$ cat src/rtl/shift_sequencer.sv
// shift_sequencer: command-driven controller for a 4-bit universal shift register.
// Each accepted command does one parallel load, then N shifts (0..7) either
// right or left. The serial input is a constant fill bit or, in rotate mode,
// the bit that the register is shifting out. A one-cycle done pulse follows.
//
// state   | meaning
// --------+----------------------------------------------------------------
// S_IDLE  | waiting for a command, cmd_ready high, register held
// S_LOAD  | one cycle, parallel-load the captured word (sel = 11)
// S_SHIFT | one shift per cycle until remaining_q reaches 1
// S_DONE  | one cycle, register held with final value, done pulse high
module shift_sequencer (
    input  logic       clk,
    input  logic       reset,
    input  logic       cmd_valid,
    output logic       cmd_ready,
    input  logic [3:0] cmd_data,
    input  logic       cmd_dir,
    input  logic       cmd_rot,
    input  logic       cmd_fill,
    input  logic [2:0] cmd_count,
    input  logic [3:0] reg_q,
    output logic [1:0] sel,
    output logic [3:0] in_load,
    output logic       in,
    output logic       busy,
    output logic       done
);

    typedef enum logic [1:0] {
        S_IDLE  = 2'd0,
        S_LOAD  = 2'd1,
        S_SHIFT = 2'd2,
        S_DONE  = 2'd3
    } state_t;

    localparam logic [1:0] SEL_HOLD  = 2'b00;
    localparam logic [1:0] SEL_RIGHT = 2'b01;
    localparam logic [1:0] SEL_LEFT  = 2'b10;
    localparam logic [1:0] SEL_LOAD  = 2'b11;

    state_t     state_q, state_d;
    logic [3:0] data_q, data_d;
    logic       dir_q, dir_d;
    logic       rot_q, rot_d;
    logic       fill_q, fill_d;
    logic [2:0] count_q, count_d;
    logic [2:0] remaining_q, remaining_d;
    logic       accept;

    // Ready is gated by reset so nothing can be accepted while reset is low.
    assign cmd_ready = (state_q == S_IDLE) && reset;
    assign accept    = cmd_valid && cmd_ready;

    // State register; reset aborts any command in flight.
    always_ff @(posedge clk or negedge reset) begin
        if (!reset) begin
            state_q <= S_IDLE;
        end else begin
            state_q <= state_d;
        end
    end

    // Captured command fields and shift counter.
    always_ff @(posedge clk or negedge reset) begin
        if (!reset) begin
            data_q      <= 4'b0000;
            dir_q       <= 1'b0;
            rot_q       <= 1'b0;
            fill_q      <= 1'b0;
            count_q     <= 3'd0;
            remaining_q <= 3'd0;
        end else begin
            data_q      <= data_d;
            dir_q       <= dir_d;
            rot_q       <= rot_d;
            fill_q      <= fill_d;
            count_q     <= count_d;
            remaining_q <= remaining_d;
        end
    end

    // Fields are only written on acceptance so they stay frozen for the command.
    always_comb begin
        data_d      = data_q;
        dir_d       = dir_q;
        rot_d       = rot_q;
        fill_d      = fill_q;
        count_d     = count_q;
        remaining_d = remaining_q;
        if (accept) begin
            data_d  = cmd_data;
            dir_d   = cmd_dir;
            rot_d   = cmd_rot;
            fill_d  = cmd_fill;
            count_d = cmd_count;
        end
        case (state_q)
            S_LOAD:  remaining_d = count_q;
            S_SHIFT: remaining_d = remaining_q - 3'd1;
            default: remaining_d = remaining_q;
        endcase
    end

    // Next-state logic.
    always_comb begin
        state_d = state_q;
        case (state_q)
            S_IDLE: begin
                if (accept) begin
                    state_d = S_LOAD;
                end
            end
            S_LOAD: begin
                if (count_q == 3'd0) begin
                    state_d = S_DONE;
                end else begin
                    state_d = S_SHIFT;
                end
            end
            S_SHIFT: begin
                if (remaining_q == 3'd1) begin
                    state_d = S_DONE;
                end
            end
            S_DONE: begin
                state_d = S_IDLE;
            end
            default: begin
                state_d = S_IDLE;
            end
        endcase
    end

    // Register control outputs; rotate feedback is a direct combinational path from reg_q.
    always_comb begin
        sel     = SEL_HOLD;
        in_load = 4'b0000;
        in      = 1'b0;
        busy    = 1'b0;
        done    = 1'b0;
        case (state_q)
            S_LOAD: begin
                sel     = SEL_LOAD;
                in_load = data_q;
                busy    = 1'b1;
            end
            S_SHIFT: begin
                sel  = dir_q ? SEL_LEFT : SEL_RIGHT;
                busy = 1'b1;
                if (rot_q) begin
                    in = dir_q ? reg_q[3] : reg_q[0];
                end else begin
                    in = fill_q;
                end
            end
            S_DONE: begin
                busy = 1'b1;
                done = 1'b1;
            end
            default: begin
                sel = SEL_HOLD;
            end
        endcase
    end

endmodule

$ cat config.mk
export PLATFORM = sky130hd
export DESIGN_NAME = shift_sequencer
export DESIGN_NICKNAME = d
export VERILOG_FILES = /design/src/rtl/shift_sequencer.sv
export SDC_FILE = /design/constraint.sdc
export NUM_CORES = 1
export LEC_CHECK = 0
export CAP_MARGIN = 40
export CORE_AREA = 8 8 51 53
export DETAILED_ROUTE_END_ITERATION = 10
export DIE_AREA = 0 0 59 61
export GPL_TIMING_DRIVEN = 0
export PLACE_DENSITY = 0.81
export SETUP_SLACK_MARGIN = 0.2
export SLEW_MARGIN = 15
export SYNTH_ARGS = -nofsm -noshare
export SYNTH_HDL_FRONTEND = slang
export SYNTH_SLANG_ARGS = --single-unit
$ cat constraint.sdc
create_clock -name clk -period 3.6 [get_ports clk]
set_clock_uncertainty 0.05 [all_clocks]
set_input_delay 0.72 -clock clk [delete_from_list [all_inputs] [get_ports clk]]
set_output_delay 0.72 -clock clk [all_outputs]
set_load 0.02 [all_outputs]
## After elaboration in Yosys (flattened, before gate mapping)

Cells that the tools add are included.

- Latch bits: 0
- Output and inout port bits: 10
- ROM bits: 0
- Bits in writable memories: 0
- Register bits after elaboration: 15
- Memories kept: 0

- Equality and inequality tests: 6
- $add $sub $neg: 1
- Multiply operators: 0
- Divide/modulo/power cells: 0
- Reduce and logical (&&, ||, !) cells: 7
- Order comparisons: 0
- Bitwise gates (word level): 0
- Shift-type cells: 0
- Mux-type cells: 13

Operators with widths:

| cell | count |
|---|---|
| $pmux 2 s4 | 1 |
| $mux 1 | 6 |
| $mux 2 | 3 |
| $pmux 3 s2 | 1 |
| $eq 2x2->1 const B | 2 |
| $mux 4 | 1 |
| $ne 2x2->1 const B | 2 |
| $pmux 2 s2 | 1 |
| $eq 3x1->1 const B | 1 |
| $logic_not 3->1 | 1 |
| $reduce_or 3->1 | 1 |
| $sub 3x1->3 const B | 1 |
| $eq 2x1->1 const B | 1 |
| $logic_and 1x1->1 | 2 |
| $logic_not 2->1 | 1 |
| $reduce_and 2->1 | 1 |
| $reduce_bool 2->1 | 1 |

## Depth between registers and ports, before layout

Gate-level depths: netlist (run 1).

- Depth in word-level cells: 5
- Gate-level depth with buffers: 6
- Gate-level depth less buffers: 5

## Least setup slack after synthesis (run 1)

No wires, ideal clock.

- Path kind: reg2out
- Start point: register state_q[0]
- End point: output port sel[1]
- Arrival time: 1.291 ns
- Data required time: 2.830 ns
- Path buffers: 1
- Cell stages (with the launch flop): 5
- Setup slack: 1.539 ns
- Cell sequence: dfrtp_1 inv_1 ha_1 clkbuf_1 nor2b_1

- Word-level cells in the longest chain between the ends: 2
- Elaborated cells on any way between the ends: 3

Ends and longest elaborated chain:

| what | line | RTL |
|---|---|---|
| from (decl) | 42 | `state_t state_q, state_d;` |
| from (signal assigned) | 60 | `state_q <= state_d;` |
| $eq 2x2->1 or $eq 2x1->1 (tied branches) | 142 | `case (state_q)` |
| $pmux 2 s2 (*) | 142 |  |
| to (decl) | 23 | `output logic [1:0] sel,` |

Mark *: on every way between the ends. The rest lies on a longest branch, timed or not.

## Final worst setup path (run 1)

- Start point: input port reset
- End point: output port cmd_ready

- Word-level cells in the longest chain between the ends: 1

Ends and longest elaborated chain:

| what | line | RTL |
|---|---|---|
| from (decl) | 14 | `input logic reset,` |
| $logic_and 1x1->1 | 52 | `assign cmd_ready = (state_q == S_IDLE) && reset;` |
| to (decl) | 16 | `output logic cmd_ready,` |

Every way passes these cells.

==> metrics.txt, run 1 <==
Via density=4.93; Initial DRC Count=6; Largest stage delay, worst path=0.60 ns; Clock Tree Root=clkbuf_4; crit path max fanout=17; WP data required=2.83 ns; Sw Pwr=362 uW; crit-path cells=dlymetal6s2s_1, and2_4, clkdlybuf4s50_1; FP Rows=16; core area=1840 um2; clk slew on worst S/H paths=0.09 ns; largest net degree at the start of global routing=18; Mapped Cells=69; Tot GR Track Use=0.100; warnings from Yosys=0; post-synthesis instance area=802 um2; Post-route DRC=0; total number of vias=611; Final Hold Viols=0; Die H=61 um; Pwr Density=854 nW/um2; # fillers=163; period utilisation layout=0.817; cts bufs inserted=3; initial antenna violation count=0; sw frac=0.384; Final #Nets=121; Leak Pwr=0.000506 uW; syn_nets=92; setup TNS=0 ns; CP max-delay cell=clkdlybuf4s50_1; sequential power share=0.336; worst-margin pin slew=0.747 ns; final setup fails=0; starting density of the core=0.435; worst ir drop on vdd=0.456 mV; ANT cells=0; Bufs on Longest Clock Path=2; status=complete, no violations; Bufs and invs on worst path=2; area grow syn2layout=37.8%; total congestion overflow=0; clk sink count=15; Worst path top cell family by delay=buffers and inverters; WS Path Type=in2out; die area=3600 um2; CTS tree=built; clock share of power=0.103; relative slew slack=0.501; I/O pins=27; RSZ-0062 raised after global routing=no; Die W=59 um; cell-internal power=581 uW; Skew-Pair Late Insertion Delay=0.28 ns; layout cells sized above 1=0.175; flops & latches, synth=15; Startpoint Class=input pin; FMAX=0.340 GHz; Comb power frac=0.560; routability cong.=0.794; routed wire length=1570 um; CP arrival=2.17 ns; postcts setup bufs=0; global-route wire length before repair=2770 um; vias in the first global route=662; final worst path period need=2.94 ns; crit end category=output port; max-slew violation count=0; mean area per synthesized cell=11.6 um2; first drt pass iteration count=4; Synth cell types=22; Final Hold Slack=0.427 ns; htree depth=1; input/output buffers=24; max cap viols=0; Post-DRT Antenna Nets=0; sequential element share of the synthesized area=0.468; routed len/inst=12.7 um; HP Class=in2async
area by class of cell:
class | instances | area, um2 | share of cell area
multi-input cells | 46 | 393 | 0.356
flip-flops and latches | 15 | 375 | 0.340
repair buffers | 24 | 243 | 0.220
well taps | 27 | 33.8 | 0.0306
clock buffers | 4 | 26.3 | 0.0238
inverters | 6 | 22.5 | 0.0204
plain buffers | 2 | 11.3 | 0.0102
cells in the final DEF, fill, tap and decap left out, types with 2 or more instances in the layout:
cell / n
clkbuf_4: 3
dfrtp_1: 15
clkdlybuf4s50_1: 23
clkbuf_1: 2
nand2b_1: 2
mux2i_1: 3
nand2_1: 2
mux2_2: 11
nor2_1: 2
a21oi_1: 5
and2_1: 4
inv_1: 6
nor2b_1: 2
ha_1: 6
sequential cells by signal (all words and copies together), names as in the netlist:
name and cells:
fill_q 1, dir_q 1, state_q 2, data_q 4, count_q 3, remaining_q 3, rot_q 1
final timing paths:
check                                 from    endpoint  slack (ns)  depth (start not counted)
worst max-delay path                 reset   cmd_ready        0.66                          3
worst min-delay path                 reset  count_q[2]        0.43                          1
worst max register to register  state_q[0]  state_q[1]        2.00                          5
worst min register to register   data_q[1]   data_q[1]        0.45                          1
max in group asynchronous            reset       dir_q        2.60                          1
min in group clk                 data_q[1]   data_q[1]        0.45                          1
metrics by stage:
step / std cells / setup WS (ns) / utilization / power (uW) / cell area (um2)
6_report: 124 / 0.660 / 0.600 / 944 / 1100
3_3_place_gp: 120 / 0.241 / 0.584 / 844 / 1080
3_5_place_dp: 120 / 0.223 / 0.584 / 858 / 1080
4_1_cts: 124 / 0.212 / 0.599 / 956 / 1100
2_1_floorplan: 69 / 1.54 / - / 676 / 802
5_1_grt: 124 / 0.519 / 0.600 / 1030 / 1100
power by group through the flow:
stage	Combinational, uW	Sequential, uW	Clock, uW
floorplan	371	305	0
global placement	527	316	0
detailed placement	537	322	0
CTS	541	317	97.6
global route	592	331	104
finish	529	317	97.4
metal layers:
metal | share of wire | track usage
met2 | 0.47 | 0.170
met4 | 0.013 | 0.0546
met5 | 0 | 0
met1 | 0.42 | 0.103
met3 | 0.094 | 0.0424
cells in the mapped netlist:
library cell | count | area share
nand2b_1 | 2 | 0.016
nor4b_1 | 1 | 0.011
nand3_1 | 1 | 0.0062
mux2i_1 | 3 | 0.037
nor2b_1 | 2 | 0.016
clkbuf_1 | 1 | 0.0047
nand2_1 | 2 | 0.0094
a21oi_1 | 5 | 0.031
o21ai_0 | 1 | 0.0062
inv_1 | 6 | 0.028
nor2_1 | 2 | 0.0094
o21a_1 | 1 | 0.0094
a22oi_1 | 1 | 0.0094
o211a_1 | 1 | 0.012
and2_1 | 4 | 0.031
ha_1 | 6 | 0.094
nand2_4 | 1 | 0.014
and2_4 | 1 | 0.011
mux2_2 | 11 | 0.15
o32a_1 | 1 | 0.012
buf_4 | 1 | 0.0094
dfrtp_1 | 15 | 0.47
what timing repair did:
item | in CTS | in global routing
hold buffers | 0 | 0
resized for setup | 0 | 1
setup endpoints to repair | 0 | 1
logic make-up after synthesis:
kind of cell,share of synthesized area
buffers and inverters,0.0421
flip-flops,0.468
multiplexers,0.192
AND/OR/NAND/NOR,0.123
AO/OA/AOI/OAI,0.0811
adder cells (fa/ha/maj),0.0936
No activity file was read; power rests on OpenSTA's default activity.
==> inputs of run 2 (changes only) <==
--- a/config.mk
+++ b/config.mk
@@ -6,11 +6,11 @@
 export NUM_CORES = 1
 export LEC_CHECK = 0
 export CAP_MARGIN = 40
-export CORE_AREA = 8 8 51 53
+export CORE_AREA = 8 8 55 57
 export DETAILED_ROUTE_END_ITERATION = 10
-export DIE_AREA = 0 0 59 61
+export DIE_AREA = 0 0 63 65
 export GPL_TIMING_DRIVEN = 0
-export PLACE_DENSITY = 0.81
+export PLACE_DENSITY = 0.73
 export SETUP_SLACK_MARGIN = 0.2
 export SLEW_MARGIN = 15
 export SYNTH_ARGS = -nofsm -noshare
==> constraint.sdc (replaced) <==
create_clock -name clk -period 2.4 [get_ports clk]
set_clock_uncertainty 0.05 [all_clocks]
set_input_delay 0.48 -clock clk [delete_from_list [all_inputs] [get_ports clk]]
set_output_delay 0.48 -clock clk [all_outputs]
set_load 0.02 [all_outputs]
==> run 2 against run 1 <==
Compared with the run above:
- register-to-register slack got worse by 1.2 ns
- hold slack worse by 0.27 ns
- critical path type is now reg2out
- non-clock buffer count up 2
- critical path depth is 2 higher
- die area is 14% higher
- total power up 52%
- utilization shrank 8.0 points
==> metrics.txt, run 2 (synthesis gave the netlist of run 1 again) <==
status=complete, no violations; Pwr Density=1280 nW/um2; clk slew on worst S/H paths=0.09 ns; WS Path Type=reg2out; largest net degree at the start of global routing=18; core area=2150 um2; RSZ-0062 raised after global routing=no; crit path max fanout=10; HP Class=in2async; Tot GR Track Use=0.0919; Bufs on Longest Clock Path=2; I/O pins=27; Startpoint Class=register; max-slew violation count=0; final instance area=1120 um2; FMAX=0.472 GHz; htree depth=1; total congestion overflow=0; crit end category=output port; period utilisation layout=0.883; Via density=4.69; layout cells sized above 1=0.253; ANT cells=0; Clock Tree Root=clkbuf_4; most frequent cells in the layout=dfrtp_1, clkdlybuf4s50_1, mux2_2; worst-margin pin slew=0.423 ns; Initial DRC Count=4; hold_buf cts=0; die area=4100 um2; cts bufs inserted=3; worst ir drop on vdd=0.538 mV; max cap viols=0; vias in the first global route=630; FP Rows=17; pre-CTS setup slack=-0.499 ns; dpl cell area=1080 um2; area grow syn2layout=39.3%; Final Power=1430 uW; global-route wire length before repair=2980 um; Top reg by flops=data_q; Leak Pwr=0.000554 uW; Skew-Pair Late Insertion Delay=0.29 ns; Regs by FF count=data_q: 4 flops, count_q: 3 flops, remaining_q: 3 flops; Detail Placement HPWL=1350 um; clk sink count=15; DP Cell Count=121; final instance count without filler cells=127; final setup margin=0.281 ns; relative slew slack=0.718; total number of vias=596; Final Hold Viols=0; Post-DRT Antenna Nets=0; routed len/inst=14.2 um; input/output buffers=24; Die H=65 um; final worst path period need=2.12 ns; max FFs per register=4; routability cong.=0.730; initial antenna violation count=0; Post-route DRC=0; Die W=63 um; first drt pass iteration count=6; starting density of the core=0.373; Final #Nets=123; final setup fails=0; WP data required=1.87 ns; CTS tree=built; commonest non-fill, non-tap cell in the layout=dfrtp_1; CP arrival=1.59 ns; routed wire length=1810 um
[run 2: changes by cell type in the layout (fill, tap and decap cells not counted)]
cell,before,now
clkdlybuf4s15_2,0,1
clkdlybuf4s15_1,0,1
ha_1,6,5
clkdlybuf4s50_1,23,14
ha_2,0,1
clkinv_2,0,1
dlygate4sd2_1,0,4
clkbuf_1,2,0
dlymetal6s2s_1,1,2
buf_2,0,2
clkbuf_4,3,4
buf_4,1,3
[run 2: critical path: stages, from the launching register on]
cell             delay, ns
dfrtp_1               0.42
inv_1                 0.09
ha_1                  0.15
buf_4                 0.17
o211a_1               0.16
clkdlybuf4s15_1       0.31
[run 2: path summary, 6_finish.rpt]
kind	startpoint	endpoint	slack, ns	depth (start not counted)
setup / recovery	state_q[0]	in	0.28	5
setup reg to reg	state_q[0]	state_q[1]	0.80	5
hold / removal	reset	state_q[0]	0.15	1
hold reg to reg	data_q[3]	data_q[3]	0.45	1
min in group clk	data_q[3]	data_q[3]	0.45	1
max in group asynchronous	reset	data_q[0]	1.85	1
[run 2: area by class of cell]
class	count	area, um2
well taps	28	35.0
inverters	6	22.5
clock buffers	3	22.5
repair buffers	26	246
flip-flops and latches	15	375
plain buffers	2	15.0
multi-input cells	46	395
fillers	206	1030
clock inverters	1	5.00
[run 2: through the flow]
step | setup TNS (ns) | hold WS, ns | util
global placement | -0.519 | 0.430 | 0.501
global route | 0 | 0.166 | 0.520
detailed placement | -0.769 | 0.435 | 0.501
CTS | 0 | 0.156 | 0.513
floorplan | 0 | 0.134 | -
finish | 0 | 0.155 | 0.520
[run 2: power by group]
part           leakage, uW  switching (uW)  internal (uW)
clock network    0.0000177            85.4           61.9
logic             0.000358             395            411
registers         0.000178            92.7            388
[run 2: per-layer routing]
layer  routed length, um  vias to the layer above  global-route usage
met3                 117                        2              0.0344
li1                    -                      296                   -
met5                   0                        -                   0
met4                  15                        0              0.0684
met2                 890                       16               0.143
met1                 786                      282               0.101
[run 2: timing repair]
item | 4_1_cts | 5_1_grt
buffers inserted | 1 | 1
setup endpoints to repair | 9 | 4
gates resized for setup | 18 | 5
gates cloned | 0 | 0
